--- config.mk ---
export PLATFORM = sky130hd
export DESIGN_NAME = univ_shift_register
export DESIGN_NICKNAME = d
export VERILOG_FILES = /design/src/rtl/univ_shift_register.sv
export SDC_FILE = /design/constraint.sdc
export NUM_CORES = 1
export LEC_CHECK = 0
export CORE_ASPECT_RATIO = 0.9
export CORE_MARGIN = 2
export CORE_UTILIZATION = 43
export DETAILED_ROUTE_END_ITERATION = 7
export PLACE_DENSITY = 0.77
export REMOVE_ABC_BUFFERS = 1
export SYNTH_ARGS = -nofsm -noshare
export SYNTH_HDL_FRONTEND = slang
export SYNTH_SLANG_ARGS = --single-unit
--- constraint.sdc ---
create_clock -name clk -period 3 [get_ports clk]
set_input_delay 0.6 -clock clk [delete_from_list [all_inputs] [get_ports clk]]
set_output_delay 0.6 -clock clk [all_outputs]
set_load 0.02 [all_outputs]
--- src/rtl/univ_shift_register.sv ---
// Universal WIDTH-bit shift register: hold, shift right/left, parallel load, and a word counter.
// Define UNIV_SHIFT_ROTATE_EN to let the rotate input recirculate the outgoing bit on shifts.
module univ_shift_register #(
    parameter int unsigned     WIDTH       = 8,
    parameter logic [WIDTH-1:0] RESET_VALUE = {WIDTH{1'b0}},
    parameter int unsigned     CNT_W       = $clog2(WIDTH + 1)
) (
    input  logic             clk,
    input  logic             reset,
    input  logic [1:0]       mode,
    input  logic             serial_in,
    input  logic             rotate,
    input  logic [WIDTH-1:0] parallel_in,
    output logic [WIDTH-1:0] parallel_out,
    output logic             serial_out,
    output logic [CNT_W-1:0] shift_count,
    output logic             word_done
);

    localparam logic [1:0] ModeHold  = 2'b00;
    localparam logic [1:0] ModeRight = 2'b01;
    localparam logic [1:0] ModeLeft  = 2'b10;
    localparam logic [1:0] ModeLoad  = 2'b11;

    localparam logic [CNT_W-1:0] LastCount = CNT_W'(WIDTH - 1);

    logic [WIDTH-1:0] shift_reg_d, shift_reg_q;
    logic [CNT_W-1:0] shift_count_d, shift_count_q;
    logic             word_done_d, word_done_q;
    logic             fill_right, fill_left;
    logic             is_shift;

`ifdef UNIV_SHIFT_ROTATE_EN
    always_comb begin
        fill_right = rotate ? shift_reg_q[0] : serial_in;
        fill_left  = rotate ? shift_reg_q[WIDTH-1] : serial_in;
    end
`else
    logic unused_rotate;
    assign unused_rotate = rotate;

    always_comb begin
        fill_right = serial_in;
        fill_left  = serial_in;
    end
`endif

    always_comb begin
        shift_reg_d   = shift_reg_q;
        shift_count_d = shift_count_q;
        word_done_d   = 1'b0;
        is_shift      = 1'b0;
        case (mode)
            ModeHold: begin
                shift_reg_d = shift_reg_q;
            end
            ModeRight: begin
                shift_reg_d = {fill_right, shift_reg_q[WIDTH-1:1]};
                is_shift    = 1'b1;
            end
            ModeLeft: begin
                shift_reg_d = {shift_reg_q[WIDTH-2:0], fill_left};
                is_shift    = 1'b1;
            end
            ModeLoad: begin
                shift_reg_d   = parallel_in;
                shift_count_d = '0;
            end
            default: begin
                shift_reg_d = shift_reg_q;
            end
        endcase

        // The count is direction-agnostic; holds simply pause it.
        if (is_shift) begin
            if (shift_count_q == LastCount) begin
                shift_count_d = '0;
                word_done_d   = 1'b1;
            end else begin
                shift_count_d = shift_count_q + 1'b1;
            end
        end
    end

    always_ff @(posedge clk) begin
        if (reset) begin
            shift_reg_q   <= RESET_VALUE;
            shift_count_q <= '0;
            word_done_q   <= 1'b0;
        end else begin
            shift_reg_q   <= shift_reg_d;
            shift_count_q <= shift_count_d;
            word_done_q   <= word_done_d;
        end
    end

    assign parallel_out = shift_reg_q;
    assign serial_out   = (mode == ModeLeft) ? shift_reg_q[WIDTH-1] : shift_reg_q[0];
    assign shift_count  = shift_count_q;
    assign word_done    = word_done_q;

endmodule
==> results of run 1 <==
## layout make-up
type / instances / area (um^2) / area share (%)
Tap cell: 15 / 18.8 / 1.95
Sequential cell: 13 / 260 / 27.0
Inverter: 10 / 37.5 / 3.89
Clock buffer: 4 / 26.3 / 2.72
Multi-Input combinational cell: 50 / 347 / 35.9
Timing Repair Buffer: 28 / 275 / 28.5
## metal layers
metal	global-route usage (%)	part of all wire, %	vias up
met1	21.6	45	318
met5	0	0	-
li1	-	-	345
met2	32.4	48	25
met3	5.60	6.3	2
met4	11.0	0.52	0
## per-stage QoR
step                instances  utilization, %  power [uW]  setup slack, ps  area [um^2]
detailed placement        116            64.8         300              239          938
global route              120            66.6         427              151          965
finish                    120            66.6         404              245          965
CTS                       120            66.6         408              243          965
floorplan                  73               -         248              952          644
global placement          116            64.8         299              263          938
## cell families after synthesis
kind of cell	share of synthesized area, %
buffers and inverters	8.66
adder cells (fa/ha/maj)	7.53
AND/OR/NAND/NOR	14.5
AO/OA/AOI/OAI	30.1
flip-flops	39.2
## worst min path at each step
stage	start	to
finish	parallel_out[7]	parallel_out[7]
global route	parallel_out[4]	parallel_out[4]
CTS	parallel_out[7]	parallel_out[7]
detailed placement	parallel_out[7]	parallel_out[7]
global placement	parallel_out[0]	parallel_out[0]
floorplan	parallel_out[6]	parallel_out[6]
## state kept, by name (all words and copies together) (netlist names)
signal,count
shift_count,4
parallel_out,8
word_done,1
## worst max-delay path, delay by kind of cell
kind,cells,cell delay [ps]
adders and majority gates,1,230
buffers and inverters,3,1170
AOI/OAI and AO/OA,1,160
## synth_stat cells
| library cell | count |
|---|---|
| ha_1 | 4 |
| nor3b_1 | 1 |
| a22oi_1 | 8 |
| nor2b_1 | 1 |
| dfxtp_1 | 13 |
| inv_1 | 10 |
| nand3b_1 | 2 |
| buf_2 | 1 |
| clkbuf_1 | 4 |
| and2_1 | 1 |
| and2b_1 | 1 |
| nor2_2 | 1 |
| nand2_1 | 4 |
| a31oi_1 | 1 |
| a21oi_1 | 9 |
| a221oi_1 | 9 |
| o21ai_1 | 1 |
| o21ai_0 | 1 |
| nor2_1 | 2 |
| or4b_1 | 1 |
| nand3_1 | 3 |
## report_power, final
group          switching [uW]  total (uW)  leakage (uW)  internal (uW)
Sequential               11.1         194      0.000107            183
Clock                    56.2         108     0.0000150           51.5
Combinational            48.8         102      0.000232           53.1
==> impl_results.md, run 1 <==
- Seq cells post-synth: 13
- Vias in the first global route: 564
- Final hold slack: 519 ps
- Net count, final: 124
- Routed Antenna Nets: 0
- Cell Area, Synth: 664 um^2
- Setup Buffers After CTS: 0
- Worst-Margin Slew: 464 ps
- Longest Clk Path Bufs: 2
- Diodes inserted: 0
- Peak supply drop: 0.182 mV
- Die W: 45.4 um
- Largest net degree at the start of global routing: 22
- Ratio of cells with drive above 1 in the final layout: 5.71%
- Post-Synthesis Cells: 78
- Synth warnings: 0
- Reg clk slew, reported paths: 80 ps
- Sum of negative setup slack: 0 ps
- First-pass GRT wire length: 2430 um
- GP Congestion: 0.757
- Crit path top cell by count: clkdlybuf4s50_1
- Slew headroom: 69.0%
- FILL cells: 126
- CP endpoint: serial_out
- Pwr per Cell Area: 419 mW/mm^2
- Commonest non-fill, non-tap cells in the layout: 26 x clkdlybuf4s50_1, 13 x dfxtp_1, 10 x inv_1, 9 x a21oi_1, 9 x a221oi_1
- IO Pins: 28
- Crit path max fanout: 3
- Hpwl dp: 1120 um
- Tcrit/Tclk final: 91.8%
- Via count: 690
- Share of the synthesized area in the top cell type: 39.2%
- WP data required: 2400 ps
- Hold_buf cts: 0
- Synth area leader: dfxtp_1
- DRT iter0 DRCs: 11
- CP startpoint kind: input port
- Clock sink count: 13
- Core Area: 0.00145 mm^2
- Leakage power: 0.000354 uW
- Hold path depth: 2
- Starting Density: 45.9%
- R2R Path Start: shift_count[0]
- Synth-to-Final Area Change: 45.2%
- Drt wl/cell: 12.9 um
- DR vias/cell: 5.75
- Critical path class: input port to primary output
- Max-cap violations: 0
- Row count: 13
- Critical path's largest stage delay: 630 ps
- RSZ-0062 raised after global routing: no
- Arr. time, crit path: 2150 ps
- WL final: 1550 um
- Max-slew violations: 0
- Final setup fails: 0
- DRT Pass-1 Iters: 4
- Tightest Hold Check Type: flop to flop
- Syn Area/Cell: 8.52 um^2
- TritonCTS clock tree: done
- Clock Skew: 3.73 ps
- Crit-path cells: clkdlybuf4s50_1 -> inv_1 -> ha_1 -> o21ai_0 -> clkdlybuf4s50_1
- CTS Buf Count: 3
- Sequential area share after synthesis: 39.2%
- Global route total overflow: 0
- CP max stage cell: clkdlybuf4s50_1
- Commonest non-fill, non-tap cell in the layout: clkdlybuf4s50_1
- FF-to-FF End: shift_count[3]
- Vert. Die Dim: 41.3 um
- Status: completed
- Worst R2R Setup Slack: 1560 ps
- Area contributors post-synth: dfxtp_1 39%, a221oi_1 12%, a22oi_1 9.0%, ha_1 7.5%, a21oi_1 6.8%
- DRC: 0
- Achievable Freq: 363 MHz
- Initial antenna violation count: 0
- Skew-Pair Late Insertion Delay: 270 ps
- Worst Reg2Reg Path Length in Cells: 4
- Crit end category: primary output
- CTS root buffer: clkbuf_4
- H-tree levels: 1
- Buffers added on ports: 26
- Cts repair resizes: 0
- Die area: 0.00188 mm^2
- Critical path launch point: mode[0]
- Hold Violations, Final: 0
- Min Clock Period, post-route: 2750 ps
- Post-synthesis cell type count: 21
- Tot GR Track Use: 19.0%
Note: power is estimated with default switching activity, not from simulation.
==> run 2, diff against run 1 <==
--- a/config.mk
+++ b/config.mk
@@ -5,10 +5,12 @@
 export SDC_FILE = /design/constraint.sdc
 export NUM_CORES = 1
 export LEC_CHECK = 0
+export CAP_MARGIN = 10
 export CORE_ASPECT_RATIO = 0.9
 export CORE_MARGIN = 2
 export CORE_UTILIZATION = 43
 export DETAILED_ROUTE_END_ITERATION = 7
+export GPL_ROUTABILITY_DRIVEN = 0
 export PLACE_DENSITY = 0.77
 export REMOVE_ABC_BUFFERS = 1
 export SYNTH_ARGS = -nofsm -noshare
==> results of run 2 <==
No change in the layout: final DEF, timing and power equal those of run 1.
